$ cat src/rtl/sram_like_arbiter_pkg.sv
// Shared definitions for the sram-like port arbiter: requester IDs and grant encodings.
package sram_like_arbiter_pkg;

    localparam logic ARB_ID_INST = 1'b0;
    localparam logic ARB_ID_DATA = 1'b1;

    typedef enum logic [1:0] {
        GRANT_IDLE      = 2'd0,
        GRANT_HOLD_INST = 2'd1,
        GRANT_HOLD_DATA = 2'd2
    } grant_state_t;

    typedef enum logic [1:0] {
        SEL_NONE = 2'd0,
        SEL_INST = 2'd1,
        SEL_DATA = 2'd2
    } grant_sel_t;

endpackage

$ cat src/rtl/sram_like_arbiter_if.sv
// One sram-like channel: request fields from master, handshake/response from slave.
interface sram_like_arbiter_if;
    logic        req;
    logic        wr;
    logic [1:0]  size;
    logic [3:0]  wstrb;
    logic [31:0] addr;
    logic [31:0] wdata;
    logic        addr_ok;
    logic        data_ok;
    logic [31:0] rdata;

    modport master (
        output req, wr, size, wstrb, addr, wdata,
        input  addr_ok, data_ok, rdata
    );

    modport slave (
        input  req, wr, size, wstrb, addr, wdata,
        output addr_ok, data_ok, rdata
    );
endinterface

$ cat src/rtl/sram_like_arbiter_order_fifo.sv
// In-order record of which requester issued each accepted, still-unanswered request.
module arb_order_fifo #(
    parameter int DEPTH = 4
) (
    input  logic clk,
    input  logic reset,
    input  logic push,
    input  logic push_id,
    input  logic pop,
    output logic head_id,
    output logic empty,
    output logic full
);
    localparam int PTR_W = $clog2(DEPTH);
    localparam logic [PTR_W-1:0] PTR_ONE  = PTR_W'(1);
    localparam logic [PTR_W:0]   CNT_ONE  = (PTR_W + 1)'(1);
    localparam logic [PTR_W:0]   CNT_FULL = (PTR_W + 1)'(DEPTH);

    logic [DEPTH-1:0] ids;
    logic [PTR_W-1:0] wr_ptr;
    logic [PTR_W-1:0] rd_ptr;
    logic [PTR_W:0]   count;
    logic             do_push;
    logic             do_pop;

    // Both guards use registered state, so a pop never frees a slot for a same-cycle push.
    assign empty   = (count == '0);
    assign full    = (count == CNT_FULL);
    assign do_push = push && !full;
    assign do_pop  = pop && !empty;
    assign head_id = ids[rd_ptr];

    always_ff @(posedge clk) begin
        if (reset) begin
            ids    <= '0;
            wr_ptr <= '0;
            rd_ptr <= '0;
            count  <= '0;
        end else begin
            if (do_push) begin
                ids[wr_ptr] <= push_id;
                wr_ptr      <= wr_ptr + PTR_ONE;
            end
            if (do_pop) begin
                rd_ptr <= rd_ptr + PTR_ONE;
            end
            if (do_push && !do_pop) begin
                count <= count + CNT_ONE;
            end else if (do_pop && !do_push) begin
                count <= count - CNT_ONE;
            end
        end
    end
endmodule

$ cat src/rtl/sram_like_arbiter.sv
// Shares one sram-like memory port between fetch and load/store, data side first,
// and steers each in-order response back to the requester that issued it.
//
// state           | meaning
// GRANT_IDLE      | no committed grant; pick data, else inst, this cycle
// GRANT_HOLD_INST | inst granted but not yet accepted; grant locked to inst
// GRANT_HOLD_DATA | data granted but not yet accepted; grant locked to data
module sram_like_arbiter
    import sram_like_arbiter_pkg::*;
#(
    parameter int ORDER_DEPTH = 4
) (
    input  logic                clk,
    input  logic                reset,
    sram_like_arbiter_if.slave  inst,
    sram_like_arbiter_if.slave  data,
    sram_like_arbiter_if.master mem
);
    grant_state_t state;
    grant_state_t state_nxt;
    grant_sel_t   sel;

    logic        sel_req;
    logic        sel_wr;
    logic [1:0]  sel_size;
    logic [3:0]  sel_wstrb;
    logic [31:0] sel_addr;
    logic [31:0] sel_wdata;
    logic        mem_req_int;
    logic        handshake;

    logic fifo_head_id;
    logic fifo_empty;
    logic fifo_full;
    logic resp_valid;

    always_ff @(posedge clk) begin
        if (reset) begin
            state <= GRANT_IDLE;
        end else begin
            state <= state_nxt;
        end
    end

    always_comb begin
        sel       = SEL_NONE;
        state_nxt = state;
        sel_req   = 1'b0;
        sel_wr    = 1'b0;
        sel_size  = '0;
        sel_wstrb = '0;
        sel_addr  = '0;
        sel_wdata = '0;

        case (state)
            GRANT_IDLE: begin
                if (data.req) begin
                    sel = SEL_DATA;
                end else if (inst.req) begin
                    sel = SEL_INST;
                end
            end
            GRANT_HOLD_INST: sel = SEL_INST;
            GRANT_HOLD_DATA: sel = SEL_DATA;
            default:         sel = SEL_NONE;
        endcase

        case (sel)
            SEL_INST: begin
                sel_req   = inst.req;
                sel_wr    = inst.wr;
                sel_size  = inst.size;
                sel_wstrb = inst.wstrb;
                sel_addr  = inst.addr;
                sel_wdata = inst.wdata;
            end
            SEL_DATA: begin
                sel_req   = data.req;
                sel_wr    = data.wr;
                sel_size  = data.size;
                sel_wstrb = data.wstrb;
                sel_addr  = data.addr;
                sel_wdata = data.wdata;
            end
            default: ;
        endcase

        mem_req_int = sel_req && !fifo_full && !reset;
        handshake   = mem_req_int && mem.addr_ok;

        // A grant that is not accepted this cycle (bridge busy or FIFO full) is locked in.
        case (sel)
            SEL_INST: state_nxt = handshake ? GRANT_IDLE : GRANT_HOLD_INST;
            SEL_DATA: state_nxt = handshake ? GRANT_IDLE : GRANT_HOLD_DATA;
            default:  state_nxt = GRANT_IDLE;
        endcase
    end

    assign mem.req   = mem_req_int;
    assign mem.wr    = sel_wr;
    assign mem.size  = sel_size;
    assign mem.wstrb = sel_wstrb;
    assign mem.addr  = sel_addr;
    assign mem.wdata = sel_wdata;

    assign inst.addr_ok = handshake && (sel == SEL_INST);
    assign data.addr_ok = handshake && (sel == SEL_DATA);

    arb_order_fifo #(
        .DEPTH (ORDER_DEPTH)
    ) u_order_fifo (
        .clk     (clk),
        .reset   (reset),
        .push    (handshake),
        .push_id ((sel == SEL_DATA) ? ARB_ID_DATA : ARB_ID_INST),
        .pop     (mem.data_ok && !reset),
        .head_id (fifo_head_id),
        .empty   (fifo_empty),
        .full    (fifo_full)
    );

    // A stray data_ok with nothing outstanding belongs to nobody.
    assign resp_valid   = mem.data_ok && !fifo_empty && !reset;
    assign inst.data_ok = resp_valid && (fifo_head_id == ARB_ID_INST);
    assign data.data_ok = resp_valid && (fifo_head_id == ARB_ID_DATA);
    assign inst.rdata   = mem.rdata;
    assign data.rdata   = mem.rdata;
endmodule

$ cat src/flat_wrapper.sv
// flat-port wrapper written by rule: the top's interface ports become plain ports
module sram_like_arbiter_flat import sram_like_arbiter_pkg::*;
#(
    parameter int ORDER_DEPTH = 4
)
  (clk, reset, inst_req, inst_wr, inst_size, inst_wstrb, inst_addr, inst_wdata, inst_addr_ok, inst_data_ok, inst_rdata, data_req, data_wr, data_size, data_wstrb, data_addr, data_wdata, data_addr_ok, data_data_ok, data_rdata, mem_req, mem_wr, mem_size, mem_wstrb, mem_addr, mem_wdata, mem_addr_ok, mem_data_ok, mem_rdata);
  sram_like_arbiter_if inst_i ();
  sram_like_arbiter_if data_i ();
  sram_like_arbiter_if mem_i ();
  input  logic clk;
  input  logic reset;
  input wire logic [$bits(inst_i.req)-1:0] inst_req;
  input wire logic [$bits(inst_i.wr)-1:0] inst_wr;
  input wire logic [$bits(inst_i.size)-1:0] inst_size;
  input wire logic [$bits(inst_i.wstrb)-1:0] inst_wstrb;
  input wire logic [$bits(inst_i.addr)-1:0] inst_addr;
  input wire logic [$bits(inst_i.wdata)-1:0] inst_wdata;
  output wire logic [$bits(inst_i.addr_ok)-1:0] inst_addr_ok;
  output wire logic [$bits(inst_i.data_ok)-1:0] inst_data_ok;
  output wire logic [$bits(inst_i.rdata)-1:0] inst_rdata;
  input wire logic [$bits(data_i.req)-1:0] data_req;
  input wire logic [$bits(data_i.wr)-1:0] data_wr;
  input wire logic [$bits(data_i.size)-1:0] data_size;
  input wire logic [$bits(data_i.wstrb)-1:0] data_wstrb;
  input wire logic [$bits(data_i.addr)-1:0] data_addr;
  input wire logic [$bits(data_i.wdata)-1:0] data_wdata;
  output wire logic [$bits(data_i.addr_ok)-1:0] data_addr_ok;
  output wire logic [$bits(data_i.data_ok)-1:0] data_data_ok;
  output wire logic [$bits(data_i.rdata)-1:0] data_rdata;
  output wire logic [$bits(mem_i.req)-1:0] mem_req;
  output wire logic [$bits(mem_i.wr)-1:0] mem_wr;
  output wire logic [$bits(mem_i.size)-1:0] mem_size;
  output wire logic [$bits(mem_i.wstrb)-1:0] mem_wstrb;
  output wire logic [$bits(mem_i.addr)-1:0] mem_addr;
  output wire logic [$bits(mem_i.wdata)-1:0] mem_wdata;
  input wire logic [$bits(mem_i.addr_ok)-1:0] mem_addr_ok;
  input wire logic [$bits(mem_i.data_ok)-1:0] mem_data_ok;
  input wire logic [$bits(mem_i.rdata)-1:0] mem_rdata;
  assign inst_i.req = inst_req;
  assign inst_i.wr = inst_wr;
  assign inst_i.size = inst_size;
  assign inst_i.wstrb = inst_wstrb;
  assign inst_i.addr = inst_addr;
  assign inst_i.wdata = inst_wdata;
  assign inst_addr_ok = inst_i.addr_ok;
  assign inst_data_ok = inst_i.data_ok;
  assign inst_rdata = inst_i.rdata;
  assign data_i.req = data_req;
  assign data_i.wr = data_wr;
  assign data_i.size = data_size;
  assign data_i.wstrb = data_wstrb;
  assign data_i.addr = data_addr;
  assign data_i.wdata = data_wdata;
  assign data_addr_ok = data_i.addr_ok;
  assign data_data_ok = data_i.data_ok;
  assign data_rdata = data_i.rdata;
  assign mem_req = mem_i.req;
  assign mem_wr = mem_i.wr;
  assign mem_size = mem_i.size;
  assign mem_wstrb = mem_i.wstrb;
  assign mem_addr = mem_i.addr;
  assign mem_wdata = mem_i.wdata;
  assign mem_i.addr_ok = mem_addr_ok;
  assign mem_i.data_ok = mem_data_ok;
  assign mem_i.rdata = mem_rdata;
  sram_like_arbiter #(.ORDER_DEPTH(ORDER_DEPTH)) u_core (.clk(clk), .reset(reset), .inst(inst_i), .data(data_i), .mem(mem_i));
endmodule
$ cat config.mk
export PLATFORM = sky130hd
export DESIGN_NAME = sram_like_arbiter_flat
export DESIGN_NICKNAME = d
export VERILOG_FILES = /design/src/rtl/sram_like_arbiter_pkg.sv /design/src/rtl/sram_like_arbiter_if.sv /design/src/rtl/sram_like_arbiter_order_fifo.sv /design/src/rtl/sram_like_arbiter.sv /design/src/flat_wrapper.sv
export SDC_FILE = /design/constraint.sdc
export NUM_CORES = 1
export LEC_CHECK = 0
export ABC_AREA = 1
export BUFFER_PORTS_ARGS = -buffer_cell sky130_fd_sc_hd__buf_2
export CORE_AREA = 2 2 124 126
export CTS_CLUSTER_SIZE = 10
export DETAILED_ROUTE_END_ITERATION = 12
export DIE_AREA = 0 0 126 128
export PLACE_DENSITY_LB_ADDON = 0.1
export SLEW_MARGIN = 10
export SYNTH_ARGS = -nofsm -noshare
export SYNTH_HDL_FRONTEND = slang
export SYNTH_SLANG_ARGS = --single-unit
$ cat constraint.sdc
create_clock -name clk -period 4.65 [get_ports clk]
set_input_delay 0.93 -clock clk [delete_from_list [all_inputs] [get_ports clk]]
set_output_delay 0.93 -clock clk [all_outputs]
set_load 0.01 [all_outputs]
==> reports/qor.yml, run 1 <==
pwr:
  p_leak_nw: 1.66
  p_per_area_nw_per_um2: 211
  power_mw: 0.668
  ir_drop_uv: 128
final_layout:
  drive_gt1_share_pct: 43.4
  final_util_pct: 21.3
  nets: 742
  antenna_cells: 0
  fin_cells: 741
  syn_to_final_growth_pct: 39.5
  stdcell_area_um2: 3170
global_routing:
  overflow: 0
  grt_pass1_wl_mm: 15.8
  grt_util_all_layers_pct: 12.4
  grt_pass1_vias: 2715
  grt_max_degree: 73
  antenna_found_initial: 0
worst_setup_path:
  startpoint: "data_req"
  critPathSlowestCell: "ha_2"
  path_class: "in -> out"
  critPathRequiredTime_ps: 3720
  worstSetupEndpointType: "output pin"
  timing.reg2reg.setup_slack_ps: 1770
  cp-endpoint: "data_addr_ok"
  slowest_delay_ps: 530
  cp_max_fo: 34
  rr_worst_depth: 14
  path_cells: "buf_2 > inv_1 > nand2_1 > a21oi_1 > ha_2 > nor2_4 > nand2_4 > nor2_8 > nand2_4 > nor2_1 > buf_2"
  rr_endpoint: "u_core.u_order_fifo.count[2]"
  arrival_ps: 2710
  critPathLaunchType: "primary input"
  r2r_start: "u_core.state[1]"
die:
  dieHeight_um: 128
  fp.dieW_um: 126
  fp.dieArea_um2: 16100
  core_um2: 14900
  num_rows: 45
  start_util_pct: 15.3
  ios: 320
timing:
  skew_ps: 2.81
  period_share_pct: 78.3
  worstMarginPinSlew_ps: 691
  setup_ws_ps: 1010
  rsz0062_at_grt: "no"
  fin_tns_setup_ps: 0
  setup_viol: 0
  max_freq_mhz: 275
  hold_viol: 0
  maxSlewHeadroom_pct: 53.9
  drv_slew: 0
  period_needed_ps: 3640
  whs_ps: 495
clocking:
  clock_sinks: 13
  cts_resized: 0
  htreeDepth: 1
  postCtsHoldBufs: 0
  cts_tree: "yes"
  cts-root-buf: "clkbuf_16"
  clockBufferDepth: 2
  clkLatencyLatePin_ps: 250
  cts.clk_slew.worst_paths_ps: 50
  cts_made_buffers: 3
  postCtsSetupBuffers: 0
yosys:
  syn_avg_cell_area_um2: 5.52
  syn-cell-area_um2: 2270
  yosys_warnings: 0
  ys_top_cells_by_area: "nand2_1 26%, buf_4 22%, a21oi_1 17%"
  synth_top_cell_area_share_pct: 25.7
  netlist-cell-type-count: 25
  yosysSeqAreaShare_pct: 11.4
  yosysTopAreaCell: "nand2_1"
  synth_seq_cells: 13
  synth.net_count: 600
  syn_inst: 412
min_path:
  hold_class: "reg -> reg"
  hp-start: "u_core.u_order_fifo.count[1]"
  hold_path_depth: 2
place:
  gp_congestion: 0.746
  placed_area_um2: 3090
  pre_cts_ws_ps: 971
  place_inst: 737
  io_buffers: 223
  post-dp-hpwl_mm: 9.33
status:
  run_status: "complete, no violations"
run:
  maxCapViolCount: 0
detailed_routing:
  wl_per_cell_um: 15.3
  wl_mm: 11.3
  drt_iter0_drc: 95
  vias: 2976
  first_pass_iters: 4
  drcViolationCount: 0
  viasPerCell: 4.02
  ant_nets: 0
how the worst min path moves through the flow:
stage | endpoint | slack [ps]
after floorplan | u_core.u_order_fifo.count[1] | 460
after global placement | u_core.u_order_fifo.count[1] | 490
after detailed placement | u_core.u_order_fifo.count[1] | 490
after CTS | u_core.u_order_fifo.count[1] | 500
after global routing | u_core.u_order_fifo.count[1] | 520
final | u_core.u_order_fifo.count[1] | 490
cells in the final DEF (no fill, tap or decap):
master / netlist / layout
dfxtp_1: 13 / 13
nand3_1: 4 / 4
buf_12: 0 / 2
nor2_4: 1 / 1
nor2_2: 1 / 1
nor2_8: 1 / 1
a21oi_1: 76 / 76
and2_1: 1 / 1
nand2_2: 1 / 1
o22ai_1: 1 / 1
inv_2: 1 / 1
clkbuf_1: 21 / 1
nor3_1: 2 / 2
clkbuf_16: 0 / 3
clkinv_4: 1 / 1
nor2_1: 17 / 17
buf_2: 2 / 223
o21ai_1: 3 / 3
ha_2: 0 / 2
nand2_1: 156 / 156
nand4_1: 4 / 4
ha_1: 7 / 5
o21ai_0: 8 / 8
xor2_1: 1 / 1
fa_1: 1 / 1
buf_4: 67 / 2
inv_1: 20 / 20
nand2_4: 2 / 2
logic make-up after synthesis:
logic type | synth area share, %
compound gates | 19.4
xor+xnor | 0.385
fa+ha+maj | 4.73
buf+inv | 29.9
flops | 11.4
simple gates | 34.2
final cells by class:
cell class / instances / area [um2]
sequential: 13 / 260
timing repair buffer: 227 / 1170
clock buffer: 4 / 78.8
fill: 1785 / 11700
tap: 188 / 235
multi-input combinational: 287 / 1340
inverter: 22 / 87.6
registers in the layout (all words and copies together), names as in the netlist:
register                    cells
u_core.state                    2
u_core.u_order_fifo.count       3
u_core.u_order_fifo.ids         4
u_core.u_order_fifo.rd_ptr      2
u_core.u_order_fifo.wr_ptr      2
layer usage:
layer | wire (um) | global-route usage [%] | up-vias
met1 | 4640 | 15.6 | 1304
li1 | - | - | 1515
met2 | 5640 | 21.6 | 146
met3 | 973 | 3.26 | 11
met5 | 0 | 0 | -
met4 | 81 | 2.26 | 0
worst max-delay path: cells and delay by family:
family / cells / cell delay, ps
compound gates: 1 / 190
fa+ha+maj: 1 / 530
buf+inv: 3 / 310
simple gates: 6 / 750
power breakdown:
group | total, mW | switching (mW) | internal, mW | leakage [nW]
logic | 0.378 | 0.230 | 0.149 | 1.52
clock network | 0.165 | 0.0491 | 0.116 | 0.0382
registers | 0.125 | 0.00584 | 0.119 | 0.105
Yosys cell counts:
cell type	instances
nand2_4	2
clkinv_4	1
and2_1	1
nand2_1	156
nor2_2	1
buf_2	2
clkbuf_1	21
o21ai_0	8
dfxtp_1	13
xor2_1	1
a21oi_1	76
buf_4	67
o22ai_1	1
nand2_2	1
inv_2	1
nor2_8	1
nand4_1	4
nand3_1	4
nor2_4	1
inv_1	20
ha_1	7
o21ai_1	3
fa_1	1
nor3_1	2
nor2_1	17
Note: power is estimated with default switching activity, not from simulation.
==> run 2, diff against run 1 <==
CORE_AREA = 2 2 125 127   (was 2 2 124 126)
DIE_AREA = 0 0 127 129   (was 0 0 126 128)
clock period = 3 ns   (was 4.65 ns; I/O delays follow)
==> run 2 against run 1 <==
Against the previous run: sequential share of layout area hardly changed; cell count is 0.13% higher; critical path depth is 3 lower; register-to-register slack worse by 1300 ps; final area is 0.24% higher; routed wire length is 2.9% lower; clock skew hardly changed; global-route usage is 0.64 points lower; combinational power is 55% higher; highest routed layer unchanged.
==> reports/qor.yml, run 2 (synthesis results as in run 1) <==
worst_setup_path:
  critPathSlowestCell: "buf_4"
  arrival_ps: 2180  # -530 ps
  path_cells: "buf_2 > inv_1 > nand2_1 > a21oi_1 > ha_2 > buf_4 > a21oi_1 > buf_2"
  critPathRequiredTime_ps: 2400  # -1320 ps
  rr_worst_depth: 14  # unchanged
  cp_max_fo: 71  # +110%
  critPathLaunchType: "primary input"
  timing.reg2reg.setup_slack_ps: 500  # -1270 ps
  worstSetupEndpointType: "output pin"
  slowest_delay_ps: 590  # +60 ps
  r2r_start: "u_core.state[1]"
  path_class: "in -> out"
  startpoint: "data_req"
  rr_endpoint: "u_core.u_order_fifo.count[2]"
  cp-endpoint: "mem_wdata[14]"
place:
  io_buffers: 223  # unchanged
  gp_congestion: 0.752  # +0.82%
  place_inst: 738  # +0.14%
  post-dp-hpwl_mm: 8.97  # -3.9%
  pre_cts_ws_ps: 85.5  # -886 ps
clocking:
  clkLatencyLatePin_ps: 240  # about the same
  cts-root-buf: "clkbuf_16"
  cts.clk_slew.worst_paths_ps: 40  # about the same
  postCtsHoldBufs: 0  # unchanged
  cts_made_buffers: 3  # unchanged
  clockBufferDepth: 2  # unchanged
  htreeDepth: 1  # unchanged
  postCtsSetupBuffers: 0  # unchanged
  clock_sinks: 13  # unchanged
  cts_resized: 0  # unchanged
  cts_tree: "yes"
final_layout:
  drive_gt1_share_pct: 43.5  # +0.10 points
  antenna_cells: 0  # unchanged
  syn_to_final_growth_pct: 39.8
  reg.largest.list: "u_core.u_order_fifo.ids x4, u_core.u_order_fifo.count x3"
  final_common_cell: "buf_2"
  largest_reg_flops: 4  # unchanged
  final_util_pct: 21.2  # -0.11 points
  nets: 743  # +0.13%
  fin_cells: 742  # +0.13%
  top_register: "u_core.u_order_fifo.ids"
  final_cell_mix: "223 x buf_2, 156 x nand2_1, 76 x a21oi_1, 20 x inv_1, 17 x nor2_1"
global_routing:
  grt_pass1_vias: 2729  # +0.52%
  grt_util_all_layers_pct: 11.8  # -0.64 points
  grt_max_degree: 73  # unchanged
  overflow: 0  # unchanged
  antenna_found_initial: 0  # unchanged
  grt_pass1_wl_mm: 15.4  # -2.8%
detailed_routing:
  vias: 2972  # -0.13%
  drt_iter0_drc: 136  # +43%
  wl_mm: 11.0  # -2.9%
  ant_nets: 0  # unchanged
  m1WireLength_mm: 4.48  # -3.6%
  wl_per_cell_um: 14.8  # -3.0%
  first_pass_iters: 4  # unchanged
  met3WireLength_um: 940  # -3.4%
  met2_length_mm: 5.49  # -2.7%
  viasPerCell: 4.01  # -0.27%
  drcViolationCount: 0  # unchanged
  top_layer: "met4"
timing:
  setup_ws_ps: 219  # -788 ps
  max_freq_mhz: 360
  period_share_pct: 92.7
  worstMarginPinSlew_ps: 784  # +93.3 ps
  rsz0062_at_grt: "no"
  maxSlewHeadroom_pct: 47.7  # -6.2 points
  skew_ps: 2.75  # -0.0596 ps
  drv_slew: 0  # unchanged
  setup_viol: 0  # unchanged
  fin_tns_setup_ps: 0  # unchanged
  whs_ps: 489  # -5.56 ps
  period_needed_ps: 2780
  hold_viol: 0  # unchanged
min_path:
  hp-start: "u_core.u_order_fifo.count[1]"
  hold_class: "reg -> reg"
die:
  dieHeight_um: 129  # +0.78%
  core_um2: 15000  # +0.76%
  fp.dieW_um: 127  # +0.79%
  num_rows: 45  # unchanged
  fp.dieArea_um2: 16400  # +1.6%
  ios: 320  # unchanged
  start_util_pct: 15.2  # -0.12 points
pwr:
  ir_drop_uv: 302  # +140%
  p_per_area_nw_per_um2: 323  # +53%
  p_leak_nw: 1.67  # +0.35%
run:
  maxCapViolCount: 0  # unchanged
status:
  run_status: "complete, no violations"
-- run 2: changes by cell type in the layout (fill, tap and decap cells not counted) --
cell | before | now
buf_4 | 2 | 3
-- run 2: per-stage QoR --
stage / cell area, um2 / power [mW]
floorplan: 2270 / 0.599
global placement: 3100 / 0.793
detailed placement: 3100 / 0.792
CTS: 3180 / 1.05
global route: 3180 / 1.11
finish: 3180 / 1.03
-- run 2: worst min-delay path by stage --
stage,end,slack (ps),depth (start not counted)
floorplan,u_core.u_order_fifo.count[1],460,2
global placement,u_core.u_order_fifo.count[1],490,2
detailed placement,u_core.u_order_fifo.count[1],480,2
CTS,u_core.u_order_fifo.count[1],490,2
global route,u_core.u_order_fifo.count[1],530,2
finish,u_core.u_order_fifo.count[1],490,2
-- run 2: power breakdown --
part | internal [mW] | switching [mW] | leakage, nW | total (mW)
Clock | 0.179 | 0.0683 | 0.0382 | 0.247
Combinational | 0.227 | 0.358 | 1.53 | 0.586
Sequential | 0.185 | 0.00861 | 0.105 | 0.193
-- run 2: layout make-up --
type | instances | area [um2]
timing repair buffer | 228 | 1180
clock buffer | 4 | 78.8
multi-input combinational | 287 | 1340
fill | 1764 | 11800
tap | 188 | 235
inverter | 22 | 87.6
sequential | 13 | 260
-- run 2: layer usage --
layer	vias up	GRT usage, %
li1	1520	-
met1	1289	15.0
met2	153	20.8
met3	10	2.25
met4	0	2.33
met5	-	0
-- run 2: critical path: cells and delay by family --
family	cells	cell delay, ps
AO/OA/AOI/OAI	2	290
adder cells (fa/ha/maj)	1	240
buffers and inverters	4	940
AND/OR/NAND/NOR	1	40
==> run 3, diff against run 2 <==
CORE_AREA = 2 2 124 126   (was 2 2 125 127)
DIE_AREA = 0 0 126 128   (was 0 0 127 129)
clock period = 3.5 ns   (was 3 ns; I/O delays follow)
==> run 3 against run 2 <==
Against the previous run: setup slack improved by 280 ps; largest power group unchanged; routed wire length is 5.3% higher; largest cell class unchanged; die area shrank 1.6%; sequential power fell by 14%; count of clock-buffer cells in the layout did not move; clock power decreased by 14%.
==> reports/qor.yml, run 3 (synthesis results as in run 1) <==
global_routing:
  grt_max_degree: 72  # -1.4%
  grt_util_all_layers_pct: 12.9  # +1.2 points
  grt_pass1_wl_mm: 16.5  # +7.4%
  grt_pass1_vias: 2835  # +3.9%
  antenna_found_initial: 2  # +2
  overflow: 0  # unchanged
pwr:
  p_int_mw: 0.502  # -15%
  power_frac_clock_pct: 24.4  # +0.3 points
  p_sw_mw: 0.371  # -15%
  p_comb_share_pct: 56.6  # -0.5 points
  pwr-share-seq_pct: 19.0  # +0.2 points
  netSwitchingFraction_pct: 42.5  # +0.13 points
  p_leak_nw: 1.66  # -0.46%
  ir_drop_uv: 180  # -40%
  p_per_area_nw_per_um2: 276  # -14%
worst_setup_path:
  slowest_delay_ps: 580  # about the same
  cp_max_fo: 71  # unchanged
  timing.reg2reg.setup_slack_ps: 930  # +430 ps
  critPathRequiredTime_ps: 2800  # +400 ps
  rr_worst_depth: 14  # unchanged
  critPathLaunchType: "primary input"
  rr_endpoint: "u_core.u_order_fifo.count[2]"
  critPathSlowestCell: "buf_4"
  arrival_ps: 2300  # +120 ps
  path_cells: "buf_2 > inv_1 > nand2_1 > a21oi_1 > ha_2 > buf_4 > a21oi_1 > buf_2"
  worstSetupEndpointType: "output pin"
  cp-endpoint: "mem_wstrb[0]"
  r2r_start: "u_core.state[1]"
  path_class: "in -> out"
  startpoint: "data_req"
clocking:
  clockBufferDepth: 2  # unchanged
  cts-root-buf: "clkbuf_16"
  cts_resized: 0  # unchanged
  clkLatencyLatePin_ps: 240  # about the same
  cts.clk_slew.worst_paths_ps: 40  # about the same
  cts_made_buffers: 3  # unchanged
  postCtsSetupBuffers: 0  # unchanged
  postCtsHoldBufs: 0  # unchanged
  cts_tree: "yes"
  clock_sinks: 13  # unchanged
  htreeDepth: 1  # unchanged
detailed_routing:
  ant_nets: 0  # unchanged
  drcViolationCount: 0  # unchanged
  vias: 3042  # +2.4%
  drt_iter0_drc: 115  # -15%
  viasPerCell: 4.09  # +2.2%
  wl_per_cell_um: 15.6  # +5.1%
  first_pass_iters: 4  # unchanged
  wl_mm: 11.6  # +5.3%
timing:
  period_needed_ps: 3000
  drv_slew: 0  # unchanged
  rsz0062_at_grt: "no"
  max_freq_mhz: 333
  worstMarginPinSlew_ps: 767  # -17.9 ps
  skew_ps: 0.860  # -1.89 ps
  hold_viol: 0  # unchanged
  maxSlewHeadroom_pct: 48.9  # +1.2 points
  period_share_pct: 85.8
  setup_viol: 0  # unchanged
  fin_tns_setup_ps: 0  # unchanged
  setup_ws_ps: 497  # +278 ps
min_path:
  hold_class: "reg -> reg"
  hp-start: "u_core.u_order_fifo.count[1]"
die:
  start_util_pct: 15.3  # +0.12 points
  core_um2: 14900  # -0.75%
  fp.dieW_um: 126  # -0.79%
  fp.dieArea_um2: 16100  # -1.6%
  num_rows: 45  # unchanged
  dieHeight_um: 128  # -0.78%
  ios: 320  # unchanged
final_layout:
  final_cell_mix: "223 x buf_2, 156 x nand2_1, 76 x a21oi_1, 20 x inv_1, 17 x nor2_1"
  syn_to_final_growth_pct: 38.8
  drive_gt1_share_pct: 43.5  # unchanged
  top_register: "u_core.u_order_fifo.ids"
  reg.largest.list: "u_core.u_order_fifo.ids x4, u_core.u_order_fifo.count x3"
  largest_reg_flops: 4  # unchanged
  final_common_cell: "buf_2"
  nets: 743  # unchanged
run:
  maxCapViolCount: 0  # unchanged
place:
  gp_congestion: 0.795  # +5.7%
  pre_cts_ws_ps: 423  # +337 ps
  post-dp-hpwl_mm: 9.72  # +8.4%
  io_buffers: 223  # unchanged
status:
  run_status: "complete, no violations"
## run 3: cell types whose count changed in the layout (fill, tap and decap cells not counted), sizes merged
cell | before | now
diode | 0 | 1
## run 3: worst min path at each step
stage,endpoint,slack [ps],depth (start not counted)
6_report,u_core.u_order_fifo.count[1],490,2
5_1_grt,u_core.u_order_fifo.count[1],520,2
4_1_cts,u_core.u_order_fifo.count[1],490,2
3_5_place_dp,u_core.u_order_fifo.count[1],490,2
3_3_place_gp,u_core.u_order_fifo.count[1],490,2
2_1_floorplan,u_core.u_order_fifo.count[1],460,2
## run 3: stage by stage
step	hold slack [ps]	area [um2]	instances	power (mW)	util, %
final	485	3160	743	0.873	21.2
after CTS	493	3160	742	0.897	21.2
after global routing	523	3160	742	0.948	21.2
after detailed placement	487	3080	738	0.674	20.7
after floorplan	462	2270	412	0.514	-
after global placement	494	3080	738	0.678	20.7
## run 3: metal layers
metal  vias up  wire length, um  GRT usage, %
li1       1523                -             -
met1      1348             4500          15.5
met2       156             5780          22.7
met3        15             1190          4.22
met4         0              122          2.59
met5         -                0             0
## run 3: critical path, delay by kind of cell
| kind | cells | cell delay (ps) |
|---|---|---|
| simple gates | 1 | 50 |
| fa+ha+maj | 1 | 360 |
| compound gates | 2 | 210 |
| buf+inv | 4 | 920 |
## run 3: layout make-up
type	instances	area (um2)
multi-input cells	287	1340
well taps	188	235
diodes	1	2.50
repair buffers	228	1150
clock buffers	4	78.8
fillers	1803	11700
flip-flops and latches	13	260
inverters	22	87.6
## run 3: power groups by stage
stage	Clock, mW	Combinational, mW	Sequential, mW
finish	0.213	0.494	0.166
CTS	0.223	0.507	0.166
global route	0.226	0.554	0.167
global placement	0	0.508	0.170
detailed placement	0	0.505	0.169
floorplan	0	0.347	0.167
